==> config.mk <==
export PLATFORM = sky130hd
export DESIGN_NAME = register_bank
export DESIGN_NICKNAME = d
export VERILOG_FILES = /design/src/rtl/reg_pkg.sv /design/src/rtl/register_cell.sv /design/src/rtl/register_bank.sv
export SDC_FILE = /design/constraint.sdc
export NUM_CORES = 1
export LEC_CHECK = 0
export ABC_AREA = 1
export CORE_MARGIN = 2
export CORE_UTILIZATION = 55
export DETAILED_ROUTE_END_ITERATION = 7
export MAX_ROUTING_LAYER = met4
export PLACE_DENSITY = 0.75
export SLEW_MARGIN = 20
export SYNTH_ARGS = -nofsm -noshare
export SYNTH_HDL_FRONTEND = slang
export SYNTH_HIERARCHICAL = 1
export SYNTH_SLANG_ARGS = --single-unit
==> constraint.sdc <==
create_clock -name Clock -period 1.7 [get_ports Clock]
set_clock_uncertainty 0.1 [all_clocks]
set_input_delay 0.255 -clock Clock [delete_from_list [all_inputs] [get_ports Clock]]
set_output_delay 0.255 -clock Clock [all_outputs]
set_load 0.005 [all_outputs]
==> src/rtl/reg_pkg.sv <==
// Shared definitions for the register bank: FunSel operation encodings.
package reg_pkg;

    localparam logic [2:0] FS_DEC    = 3'b000;  // Q - 1
    localparam logic [2:0] FS_INC    = 3'b001;  // Q + 1
    localparam logic [2:0] FS_LOAD   = 3'b010;  // full-width load
    localparam logic [2:0] FS_CLR    = 3'b011;  // clear
    localparam logic [2:0] FS_LDL_Z  = 3'b100;  // low half load, upper half zeroed
    localparam logic [2:0] FS_LDL_K  = 3'b101;  // low half load, upper half kept
    localparam logic [2:0] FS_LDH_K  = 3'b110;  // I low half into upper half, lower half kept
    localparam logic [2:0] FS_LDL_SX = 3'b111;  // low half load, sign-extended

endpackage

==> src/rtl/register_cell.sv <==
// One register of the bank: applies FunSel when enabled and flags inc/dec
// boundary crossings (wrap or saturation) for the shared Wrap flop.
module register_cell
    import reg_pkg::*;
#(
    parameter int WIDTH    = 16,
    parameter int SAT_MODE = 0
) (
    input  logic             Clock,
    input  logic             Reset,
    input  logic             E,
    input  logic [2:0]       FunSel,
    input  logic [WIDTH-1:0] I,
    output logic [WIDTH-1:0] Q,
    output logic             boundary
);

    localparam int H = WIDTH / 2;

    logic [WIDTH-1:0] q_next;
    logic             at_edge;

    // NOTE: every variable written here gets a default first, so no path can
    // leave it unassigned and infer a latch.
    always_comb begin
        q_next  = Q;
        at_edge = 1'b0;
        case (FunSel)
            FS_DEC: begin
                at_edge = (Q == '0);
                q_next  = (at_edge && SAT_MODE != 0) ? Q : Q - WIDTH'(1);
            end
            FS_INC: begin
                at_edge = (&Q);
                q_next  = (at_edge && SAT_MODE != 0) ? Q : Q + WIDTH'(1);
            end
            FS_LOAD:   q_next = I;
            FS_CLR:    q_next = '0;
            FS_LDL_Z:  q_next = {{H{1'b0}}, I[H-1:0]};
            FS_LDL_K:  q_next = {Q[WIDTH-1:H], I[H-1:0]};
            FS_LDH_K:  q_next = {I[H-1:0], Q[H-1:0]};
            FS_LDL_SX: q_next = {{H{I[H-1]}}, I[H-1:0]};
            default:   q_next = Q;
        endcase
    end

    // A boundary only counts when this register is actually being written.
    assign boundary = E & at_edge;

    // NOTE: state is updated with non-blocking assignments so every cell
    // samples the pre-edge value of its neighbours and inputs.
    always_ff @(posedge Clock or posedge Reset) begin
        if (Reset) begin
            Q <= '0;
        end else if (E) begin
            Q <= q_next;
        end
    end

endmodule

==> src/rtl/register_bank.sv <==
// Parametrised register file: masked multi-register writes, two combinational
// read ports, ZeroA detect and a registered wrap/saturate event flag.
module register_bank
    import reg_pkg::*;
#(
    parameter int  WIDTH    = 16,
    parameter int  NUM_REGS = 4,
    parameter int  SAT_MODE = 0,
    localparam int SEL_W    = (NUM_REGS > 1) ? $clog2(NUM_REGS) : 1
) (
    input  logic                Clock,
    input  logic                Reset,
    input  logic [WIDTH-1:0]    I,
    input  logic [NUM_REGS-1:0] RegSel,
    input  logic [2:0]          FunSel,
    input  logic [SEL_W-1:0]    OutASel,
    input  logic [SEL_W-1:0]    OutBSel,
    output logic [WIDTH-1:0]    OutA,
    output logic [WIDTH-1:0]    OutB,
    output logic                ZeroA,
    output logic                Wrap
);

    logic [WIDTH-1:0]    q [NUM_REGS];
    logic [NUM_REGS-1:0] hit;

    for (genvar k = 0; k < NUM_REGS; k++) begin : g_cell
        register_cell #(
            .WIDTH    (WIDTH),
            .SAT_MODE (SAT_MODE)
        ) u_cell (
            .Clock    (Clock),
            .Reset    (Reset),
            .E        (RegSel[k]),
            .FunSel   (FunSel),
            .I        (I),
            .Q        (q[k]),
            .boundary (hit[k])
        );
    end

    always_ff @(posedge Clock or posedge Reset) begin
        if (Reset) begin
            Wrap <= 1'b0;
        end else begin
            Wrap <= |hit;
        end
    end

    // Select decode by comparison: selects beyond NUM_REGS fall through to 0.
    always_comb begin
        OutA = '0;
        OutB = '0;
        for (int k = 0; k < NUM_REGS; k++) begin
            if (OutASel == SEL_W'(k)) OutA = q[k];
            if (OutBSel == SEL_W'(k)) OutB = q[k];
        end
    end

    assign ZeroA = (OutA == '0);

endmodule

==> results of run 1 <==
-- cell families after synthesis --
logic type                 Yosys count  share of synthesized area
and+or+nand+nor                    826                      0.413
buffers and inverters              340                      0.155
AOI/OAI and AO/OA                  213                      0.142
DFF                                 65                      0.182
adders and majority gates           64                     0.0932
xor gates and xnor gates            12                     0.0152
-- per-stage QoR --
step	TNS, ns	utilization	setup slack [ns]	cells	cell area (um^2)
CTS	-6.60	0.936	-0.304	2117	14900
detailed placement	-73.53	0.777	-0.968	2034	12300
floorplan	-9.39	-	-0.229	1520	9580
global placement	-70.32	0.777	-0.948	2034	12300
-- what timing repair did --
| item | CTS |
|---|---|
| gates resized for setup | 645 |
| setup endpoints to repair | 96 |
| setup buffers | 68 |
| pin swaps | 251 |
| gates cloned | 10 |
==> reports/results.tsv, run 1 <==
metric	value	unit
EDFF count, synth	0	
clock buffer count from CTS	9	
tool error message	[ERROR DPL-0038] Utilization greater than 100%, impossible to legalize	
count of cell types in the netlist	44	
number of top-level pins	63	
number of I/O port buffers	62	
run status	stopped before the end	
detailed placer's ending HPWL	29800	um
portion of synthesized cell area occupied by the leading cell type	0.187	
cell area after technology mapping	8920	um^2
number of hold-repair buffers added at the cts stage	0	
number of warning messages in the yosys log	6	
largest net degree at the start of global routing	17	
Root Buffer	sky130_fd_sc_hd__clkbuf_16	
DIE HEIGHT	131	um
most area-consuming cells after synthesis	sky130_fd_sc_hd__nand2_1 19%, sky130_fd_sc_hd__dfrtp_1 18%, sky130_fd_sc_hd__inv_1 13%	
Rows	46	
maximum level of the CTS H-tree	3	
weighted congestion reported at the end of routability-driven placement	1.07	
Num Clock Sinks	65	
prevailing post-synth register cell	sky130_fd_sc_hd__dfrtp_1	
effective utilization at floorplan	0.561	
top-count cell post-synth	sky130_fd_sc_hd__nand2_1	
Seq/Total Area, Yosys	0.182	
instance count of the mapped netlist	1520	
asr flop ratio synth	1.00	
Clock Tree Buf Depth	2	
flop and latch count out of synthesis	65	
Die W	131	um
Synth Area per Inst	5.87	um^2
post-synth net total	1613	
last step reached	global routing (5_1_grt)	
end pin of the worst setup path after global-route repair	ZeroA	
synth cell count leaders	444 x sky130_fd_sc_hd__nand2_1, 301 x sky130_fd_sc_hd__inv_1, 129 x sky130_fd_sc_hd__nor2_1, 125 x sky130_fd_sc_hd__nand3_1, 101 x sky130_fd_sc_hd__a21oi_1	
kind of the worst endpoint	output port	
largest area contributor in the netlist	sky130_fd_sc_hd__nand2_1	
==> run 2: changes to the inputs <==
Settings changed: CORE_UTILIZATION 55 to 40, MAX_ROUTING_LAYER met4 to not set, PLACE_DENSITY 0.75 to not set, PLACE_DENSITY_LB_ADDON set to 0.15.
Clock period 1.7 ns to 2.21 ns, I/O delays scaled along.
==> reports/results.tsv, run 2 <==
metric	value	unit
run status	finished clean	
detailed-route wire length per cell	18.4	um
sequential standard cell area	1630	um^2
area taken by multi-input logic gates	6740	um^2
clock group share of total power	0.203	
worst reg2reg path startpoint	g_cell[1].u_cell/Q[11]	
Arrival @ worst endpoint	1.75	ns
final-report hold violation count	0	
leading cell types in the layout, fill and taps excluded	407 x sky130_fd_sc_hd__nand2_1, 298 x sky130_fd_sc_hd__inv_1, 216 x sky130_fd_sc_hd__buf_4	
terminus of the critical flop-to-flop path	g_cell[1].u_cell/Q[13]	
Clk pin slew, worst setup/hold paths	0.05	ns
Largest register FFs	64	
dominant combinational cell family by area after synthesis	simple AND/OR/NAND/NOR gates	
Worst EP required	1.78	ns
Clock Tree Buf Depth	2	
portion of synthesized cell area occupied by the leading cell type	0.187	
sort of element at the start of the critical path	input port	
flop and latch count out of synthesis	65	
adder-cell area share of the yosys netlist	0.0932	
fraction of synthesized cell area in xor and xnor cells	0.0152	
final count of pins violating max slew	0	
Int Power	0.00467	W
effective utilization at floorplan	0.409	
prevailing post-synth register cell	sky130_fd_sc_hd__dfrtp_1	
Worst slew margin	0.568	
simple logic cell fraction of the synthesized area	0.413	
RSZ-0062 raised after global routing	false	
register name with the most flops	g_cell.u_cell/Q	
number of hold-repair buffers added at the cts stage	0	
weighted congestion reported at the end of routability-driven placement	0.989	
total power divided by cell area	647	nW/um^2
largest registers ranked by flip-flop count	g_cell.u_cell/Q (64), Wrap (1)	
via-per-instance ratio	5.38	
share of synthesized area spent on multiplexers	0	
commonest non-fill, non-tap cell in the layout	sky130_fd_sc_hd__nand2_1	
asr flop ratio synth	1.00	
type of the worst min-delay path	in -> async	
Die W	153	um
cell area after technology mapping	8920	um^2
Filler cells	2195	
r2r worst-path depth	11	
proportion of power drawn by combinational gates	0.608	
Crit. End Element	primary output	
Num Clock Sinks	65	
Root Buffer	sky130_fd_sc_hd__clkbuf_16	
power share of the sequential group	0.189	
sum of negative setup slack	0	ns
largest area contributor in the netlist	sky130_fd_sc_hd__nand2_1	
clock insertion delay at the later pin of the skew report	0.35	ns
clock buffer count from CTS	9	
reported max-cap violation count	0	
DR pass1 iterations	6	
instance count of the mapped netlist	1520	
synthesized-area fraction occupied by ao, oa, aoi and oai cells	0.142	
final worst path period need	2.18	ns
share of cells above drive strength 1	0.242	
area delta synth->final	44.2	%
NetSw	0.00365	W
area of the die	23500	um^2
final setup violation count	0	
maximum level of the CTS H-tree	3	
post-route ant nets	0	
biggest fanout along the worst timing path	9	
final wirelength	38600	um
EDFF count, synth	0	
number of I/O port buffers	62	
vias in the first global route	10529	
wire length of the first global-routing pass	58200	um
number of nets at the end of the flow	1901	
setup slack of the most critical reg-to-reg path	0.15	ns
IR Drop Worst-Case VDD	378	uV
number of warning messages in the yosys log	6	
standby leakage power	6.95	nW
CTS tree	built	
Worst Max-Slew Pin Slew	0.648	ns
startpoint-to-endpoint class of the critical path	in -> out	
post-synth net total	1613	
most area-consuming cells after synthesis	sky130_fd_sc_hd__nand2_1 19%, sky130_fd_sc_hd__dfrtp_1 18%, sky130_fd_sc_hd__inv_1 13%	
number of top-level pins	63	
antenna diode instance count	0	
Highest Clock Rate	459	MHz
drt initial violations	1096	
Util after Layout	0.589	
global-route usage over all layers	0.319	
leftover overflow at the end of global routing	0	
largest net degree at the start of global routing	17	
detailed placer's ending HPWL	29600	um
via count	11254	
drc violations	0	
count of cell types in the netlist	44	
Seq/Total Area, Yosys	0.182	
DIE HEIGHT	153	um
area of the core	21800	um^2
top-count cell post-synth	sky130_fd_sc_hd__nand2_1	
synth cell count leaders	444 x sky130_fd_sc_hd__nand2_1, 301 x sky130_fd_sc_hd__inv_1, 129 x sky130_fd_sc_hd__nor2_1, 125 x sky130_fd_sc_hd__nand3_1, 101 x sky130_fd_sc_hd__a21oi_1	
post-route fraction of the period consumed by the critical path	0.986	
antenna violations before repair	0	
Sw Ratio	0.439	
Rows	54	
Synth Area per Inst	5.87	um^2
## run 2: worst max-delay path, stage by stage
cell,delay [ns]
sky130_fd_sc_hd__buf_2,0.13
sky130_fd_sc_hd__bufbuf_16,0.28
sky130_fd_sc_hd__inv_6,0.08
sky130_fd_sc_hd__nand3_2,0.07
sky130_fd_sc_hd__nand3_2,0.09
sky130_fd_sc_hd__nand2_1,0.07
sky130_fd_sc_hd__buf_4,0.15
sky130_fd_sc_hd__inv_1,0.05
sky130_fd_sc_hd__clkdlybuf4s50_1,0.49
## run 2: what timing repair did
action                                  in CTS  in global routing
endpoints found under the setup margin      83                 47
setup buffers                               12                  7
gates resized for setup                    105                107
pin swaps                                   29                 47
cloned                                       6                  0
## run 2: worst max-delay path by stage
| stage | startpoint | endpoint | slack, ns | cells past startpoint |
|---|---|---|---|---|
| after floorplan | FunSel[1] | g_cell[0].u_cell/Q[3] | 0.16 | 9 |
| after global placement | OutASel[1] | ZeroA | -0.68 | 13 |
| after detailed placement | OutASel[1] | ZeroA | -0.67 | 13 |
| after CTS | OutASel[0] | OutA[4] | 0.0007 | 10 |
| after global routing | OutASel[0] | ZeroA | 0.001 | 11 |
| final | OutASel[1] | OutA[8] | 0.03 | 9 |
## run 2: power groups by stage
stage / combinational [W] / sequential (W) / clock, W
floorplan: 0.00240 / 0.00162 / 0
global placement: 0.00442 / 0.00158 / 0
detailed placement: 0.00447 / 0.00157 / 0
CTS: 0.00469 / 0.00156 / 0.00168
global route: 0.00557 / 0.00158 / 0.00173
finish: 0.00506 / 0.00157 / 0.00169
## run 2: cell type report
class,instances,share of cell area
multi-input combinational,1118,0.524
inverter,317,0.0942
clock buffer,9,0.0175
tap,280,0.0273
timing repair buffer,297,0.201
clock inverter,7,0.00925
sequential,65,0.127
## run 2: kinds of logic (layout without fill, tap and decap cells)
group / after synthesis / count (layout)
compound gates: 213 / 213
flops: 65 / 65
fa+ha+maj: 64 / 64
simple gates: 826 / 829
xor+xnor: 12 / 12
buf+inv: 340 / 630
## run 2: through the flow
stage	instances	setup WS (ns)	hold slack [ns]	cell area [um^2]	total power, W
3_3_place_gp	2053	-0.677	0.540	11400	0.00599
3_5_place_dp	2053	-0.672	0.539	11400	0.00604
4_1_cts	2087	0.000732	0.233	12300	0.00793
5_1_grt	2093	0.000971	0.233	12900	0.00888
2_1_floorplan	1520	0.160	-0.0398	8920	0.00402
6_report	2093	0.0308	0.217	12900	0.00832
## run 2: metal layers
layer  vias to the layer above  global-route usage  wire (um)
li1                       5491                   -          -
met1                      5134               0.442      16600
met2                       525               0.493      16800
met3                       104              0.0624       3700
met4                         0               0.116       1460
met5                         -                   0          0
No activity file was read; power rests on OpenSTA's default activity.
